<file path="src/rtl/compressor_4_2_acc_pipe.sv">
// Row of 4:2 compressors reducing four operands (or two operands plus the
// registered carry-save pair) to a carry-save result held in one output stage.
module compressor_4_2_acc_pipe #(
    parameter int W      = 8,
    parameter int ACC_W  = W + 4,
    parameter int SIGNED = 0,
    parameter int CNT_W  = 4
) (
    input  logic             clk,
    input  logic             rst_n,
    input  logic             in_valid,
    output logic             in_ready,
    input  logic             in_acc,
    input  logic [W-1:0]     a,
    input  logic [W-1:0]     b,
    input  logic [W-1:0]     c,
    input  logic [W-1:0]     d,
    output logic             out_valid,
    input  logic             out_ready,
    output logic [ACC_W-1:0] sum_o,
    output logic [ACC_W-1:0] carry_o,
    output logic [CNT_W-1:0] beat_cnt
);

    // Handshake: a beat transfers on in_valid && in_ready; a result transfers
    // on out_valid && out_ready. in_ready depends only on out_valid and out_ready.
    logic             out_valid_q, out_valid_d;
    logic [ACC_W-1:0] sum_q, sum_d;
    logic [ACC_W-1:0] carry_q, carry_d;
    logic [CNT_W-1:0] beat_cnt_q, beat_cnt_d;

    logic             accept;
    logic [ACC_W-1:0] x0, x1, x2, x3;
    logic [ACC_W-1:0] s_vec, co_vec, ci_vec, d_vec, c_vec;

    function automatic logic [ACC_W-1:0] ext(input logic [W-1:0] v);
        if (SIGNED != 0) begin
            ext = {{(ACC_W - W){v[W-1]}}, v};
        end else begin
            ext = {{(ACC_W - W){1'b0}}, v};
        end
    endfunction

    assign in_ready = !out_valid_q || out_ready;
    assign accept   = in_valid && in_ready;

    // Compressor row: first 3:2 level feeds its carry one slice left into the second.
    always_comb begin
        x0     = ext(a);
        x1     = ext(b);
        x2     = in_acc ? sum_q   : ext(c);
        x3     = in_acc ? carry_q : ext(d);
        s_vec  = x0 ^ x1 ^ x2;
        co_vec = (x0 & x1) | (x0 & x2) | (x1 & x2);
        ci_vec = {co_vec[ACC_W-2:0], 1'b0};
        d_vec  = s_vec ^ x3 ^ ci_vec;
        c_vec  = (s_vec & x3) | (s_vec & ci_vec) | (x3 & ci_vec);
    end

    always_comb begin
        out_valid_d = out_valid_q;
        sum_d       = sum_q;
        carry_d     = carry_q;
        beat_cnt_d  = beat_cnt_q;
        if (accept) begin
            out_valid_d = 1'b1;
            sum_d       = d_vec;
            carry_d     = {c_vec[ACC_W-2:0], 1'b0};
            if (!in_acc) begin
                beat_cnt_d = CNT_W'(1);
            end else if (beat_cnt_q != {CNT_W{1'b1}}) begin
                beat_cnt_d = beat_cnt_q + CNT_W'(1);
            end
        end else if (out_ready && out_valid_q) begin
            out_valid_d = 1'b0;
        end
    end

    always_ff @(posedge clk or negedge rst_n) begin
        if (!rst_n) begin
            out_valid_q <= 1'b0;
            sum_q       <= '0;
            carry_q     <= '0;
            beat_cnt_q  <= '0;
        end else begin
            out_valid_q <= out_valid_d;
            sum_q       <= sum_d;
            carry_q     <= carry_d;
            beat_cnt_q  <= beat_cnt_d;
        end
    end

    assign out_valid = out_valid_q;
    assign sum_o     = sum_q;
    assign carry_o   = carry_q;
    assign beat_cnt  = beat_cnt_q;

endmodule
</file>
<file path="config.mk">
export PLATFORM = sky130hd
export DESIGN_NAME = compressor_4_2_acc_pipe
export DESIGN_NICKNAME = d
export VERILOG_FILES = /design/src/rtl/compressor_4_2_acc_pipe.sv
export SDC_FILE = /design/constraint.sdc
export NUM_CORES = 1
export LEC_CHECK = 0
export BUFFER_PORTS_ARGS = -buffer_cell sky130_fd_sc_hd__buf_2
export CAP_MARGIN = 20
export CORE_AREA = 2 2 64 66
export CTS_BUF_LIST = sky130_fd_sc_hd__clkbuf_2 sky130_fd_sc_hd__clkbuf_4 sky130_fd_sc_hd__clkbuf_8
export CTS_CLUSTER_SIZE = 20
export DETAILED_ROUTE_END_ITERATION = 16
export DIE_AREA = 0 0 66 68
export HOLD_SLACK_MARGIN = 0.05
export MAX_ROUTING_LAYER = met4
export PLACE_DENSITY_LB_ADDON = 0.12
export SLEW_MARGIN = 5
export SYNTH_ARGS = -nofsm -noshare
export SYNTH_HDL_FRONTEND = slang
export SYNTH_SLANG_ARGS = --single-unit
export TNS_END_PERCENT = 1
</file>
<file path="constraint.sdc">
create_clock -name clk -period 5.4 [get_ports clk]
set_input_delay 0.81 -clock clk [delete_from_list [all_inputs] [get_ports clk]]
set_output_delay 0.81 -clock clk [all_outputs]
set_load 0.03 [all_outputs]
</file>
==> results.md <==
- Critical setup path kind: input pin to flop
- Buffers & Inverters on Critical Path: 2
- DRC Markers: 0
- Biggest area contributors in the synthesized netlist: sky130_fd_sc_hd__dfrtp_1 35%, sky130_fd_sc_hd__fa_1 16%, sky130_fd_sc_hd__mux2_4 13%
- Total grt overflow: 0
- Final hold violation count: 0
- Total wire length: 3810 um
- Outcome: finished clean
- Routed via count: 1,347
- Post-route cell area: 2330 sq um
- Data required time at the worst endpoint: 5.56 ns
- Cts hold-fix bufs: 0
- TritonCTS clock tree: yes
- Post-route worst hold slack: 0.544 ns
- Initial standard-cell utilization of the core: 0.515
- Worst slew margin: 0.586
- Share of cells above drive strength 1: 0.465
- Hold Path Sink: sum_o[9]
- Floorplan row count: 23
- Maximum ir drop on the vdd rail: 273 uV
- Post-placement cell count: 264
- Total nets after synthesis: 214
- CTS-repair resized insts: 0
- Startpoint Class: input pin
- Floorplan core area: 3860 sq um
- Count of endpoints failing setup in the final report: 0
- CTS Buf Count: 3
- Cell with the most instances after synthesis: sky130_fd_sc_hd__inv_1
- Clk Latency, worst-skew pair: 0.27 ns
- Highest fanout seen on the critical path: 27
- Cell type with the largest total area after synthesis: sky130_fd_sc_hd__dfrtp_1
- Top-level port count: 67
- Startpoint of the worst hold path: sum_o[9]
- Unrepaired setup endpoints after global routing: no
- Max-slew violation count: 0
- Maxcap violations: 0
- Seq/Total Area, Yosys: 0.353
- Post-synthesis register bit count: 28
- Most Frequent Cell on Critical Path: sky130_fd_sc_hd__fa_1
- Count of distinct cell types in the synthesized netlist: 33
- Setup bufs post-CTS: 0
- Cell chosen for the clock root: sky130_fd_sc_hd__clkbuf_8
- Number of iterations in the first detailed-routing pass: 4
- Final Net Count: 276
- Post-Synthesis Mean Instance Area: 12.6 sq um
- Arr. time, crit path: 2.79 ns
- Worst reg2reg path startpoint: sum_o[1]
- N_diodes: 0
- Area share of the largest cell type after synthesis: 0.353
- CTS H-Tree Depth: 1
- Num Clock Sinks: 28
- Synthesized instance count: 157
- Number of global-route vias before repair: 1,274
- Antenna violations before repair: 0
- Post-DP HPWL: 2940 um
- Warning count from the yosys run: 0
- Hold path depth: 1
- Maximum number of buffers from clock root to sink: 2
- Transition time of the tightest slew-check pin: 0.621 ns
- CP endpoint kind: flop
- Finished Layout Cells: 267
- Worst setup path startpoint: in_acc
- Horizontal extent of the die: 66 um
- Worst R2R Setup Slack: 3.48 ns
- Die outline area: 4490 sq um
- Routed vias/inst: 5.04
- Iteration-0 DRC Markers: 85
- Largest net degree at the start of global routing: 29
- Reg-to-reg critical path endpoint: sum_o[1]
- Post-route fraction of the period consumed by the critical path: 0.487
- Commonest cells post-synth: 33 x sky130_fd_sc_hd__inv_1, 28 x sky130_fd_sc_hd__dfrtp_1, 17 x sky130_fd_sc_hd__mux2_4, 16 x sky130_fd_sc_hd__fa_1, 12 x sky130_fd_sc_hd__mux2_2
- Overall track demand over capacity in global routing: 0.183
- Fraction of registers with async set/reset: 1.00
- Maximum frequency from static timing analysis: 0.380 GHz
- Accumulated negative setup slack: 0 ns
- Worst-path cell chain: buf_2 -> mux2i_1 -> fa_1 -> inv_1 -> fa_1 -> mux2_4
- Count of input and output buffers: 65
- Leak pwr: 0.00129 uW
- Vertical die dimension: 68 um
- Post-CTS clock slew at the launch and capture registers of the worst setup and hold paths: 0.09 ns
- Dominant register cell in the synthesized netlist: sky130_fd_sc_hd__dfrtp_1
- Clock period minus worst slack: 2.63 ns
- FF-to-FF path depth: 5
- Power density over the cells: 436 nW/um^2
- Post-synthesis cell area: 1980 sq um
- Count of flip-flops with a built-in enable after synthesis: 0
- Wire length of the first global-routing pass: 6110 um
- Classification of the worst-slack hold path: flop to flop
- Detail-routed net length per standard cell: 14.3 um
- Cell type of the slowest stage on the worst timing path: sky130_fd_sc_hd__buf_2
- Post-detailed-placement cell area: 2280 sq um
- Post-DRT Antenna Nets: 0
- Layout area overhead: 17.2%
- RD Place Congestion: 0.704
- Clk_skew: 0.00172 ns
- Kind of cell with the highest combined delay on the critical path: adder cells
- Number of fill cells: 338
- CP peak stage delay: 0.45 ns
metrics by stage:
step	worst slack [ns]	total power, uW	utilization
final	2.77	1010	0.603
after global routing	2.67	1090	0.603
after CTS	2.77	1020	0.603
after detailed placement	2.48	911	0.592
after global placement	2.57	882	0.592
after floorplan	2.73	754	-
final cells by class:
type	instances	area [sq um]	share of cell area
multi-input combinational	88	1070	0.461
sequential	28	701	0.301
timing repair buffer	65	325	0.140
inverter	33	124	0.0533
tap	50	62.6	0.0269
clock buffer	3	41.3	0.0178
report_power, final:
part           switching [uW]  total (uW)  leakage (uW)  internal, uW
sequential               66.9         354      0.000345           287
clock                    61.6         112     0.0000216          50.0
combinational             314         548      0.000925           234
worst register-to-register path, stage by stage (launching register included):
cell	delay, ns
sky130_fd_sc_hd__dfrtp_1	0.41
sky130_fd_sc_hd__mux2i_1	0.20
sky130_fd_sc_hd__fa_1	0.45
sky130_fd_sc_hd__inv_1	0.09
sky130_fd_sc_hd__fa_1	0.39
sky130_fd_sc_hd__mux2_4	0.27
flip-flops by register name, indices dropped and copies added, names as in the netlist:
signal and count:
beat_cnt 4, out_valid 1, carry_o 11, sum_o 12
kinds of logic after synthesis:
kind of cell | after synthesis | share of synthesized area
adder cells (fa/ha/maj) | 20 | 0.187
flip-flops | 28 | 0.353
multiplexers | 37 | 0.237
other | 1 | 0.00189
AND/OR/NAND/NOR | 18 | 0.0681
buffers and inverters | 41 | 0.107
AO/OA/AOI/OAI | 12 | 0.0467
layer usage:
layer | vias up | routed length (um) | GRT usage
met1 | 662 | 1610 | 0.240
met5 | - | 0 | -
met4 | 0 | 24 | 0.0561
met2 | 57 | 1940 | 0.299
met3 | 2 | 229 | 0.0263
li1 | 626 | - | -
cells in the final DEF (no fill, tap or decap), types with 2 or more instances in the layout:
cell and count:
sky130_fd_sc_hd__inv_1 33, sky130_fd_sc_hd__buf_2 65, sky130_fd_sc_hd__nand3b_1 2, sky130_fd_sc_hd__mux2_2 12, sky130_fd_sc_hd__fa_1 16, sky130_fd_sc_hd__mux2_4 17, sky130_fd_sc_hd__clkbuf_8 3, sky130_fd_sc_hd__dfrtp_1 28
sky130_fd_sc_hd__and2_1 7, sky130_fd_sc_hd__mux2i_1 8, sky130_fd_sc_hd__ha_1 4, sky130_fd_sc_hd__a31oi_1 3
worst max-delay path by stage:
stage | endpoint | slack, ns | cells after the start
after global placement | sum_o[1] | 2.57 | 6
after CTS | sum_o[1] | 2.77 | 6
after global routing | sum_o[6] | 2.67 | 6
after floorplan | sum_o[1] | 2.73 | 7
after detailed placement | sum_o[1] | 2.48 | 6
final | sum_o[1] | 2.77 | 6
No activity file was read; power rests on OpenSTA's default activity.
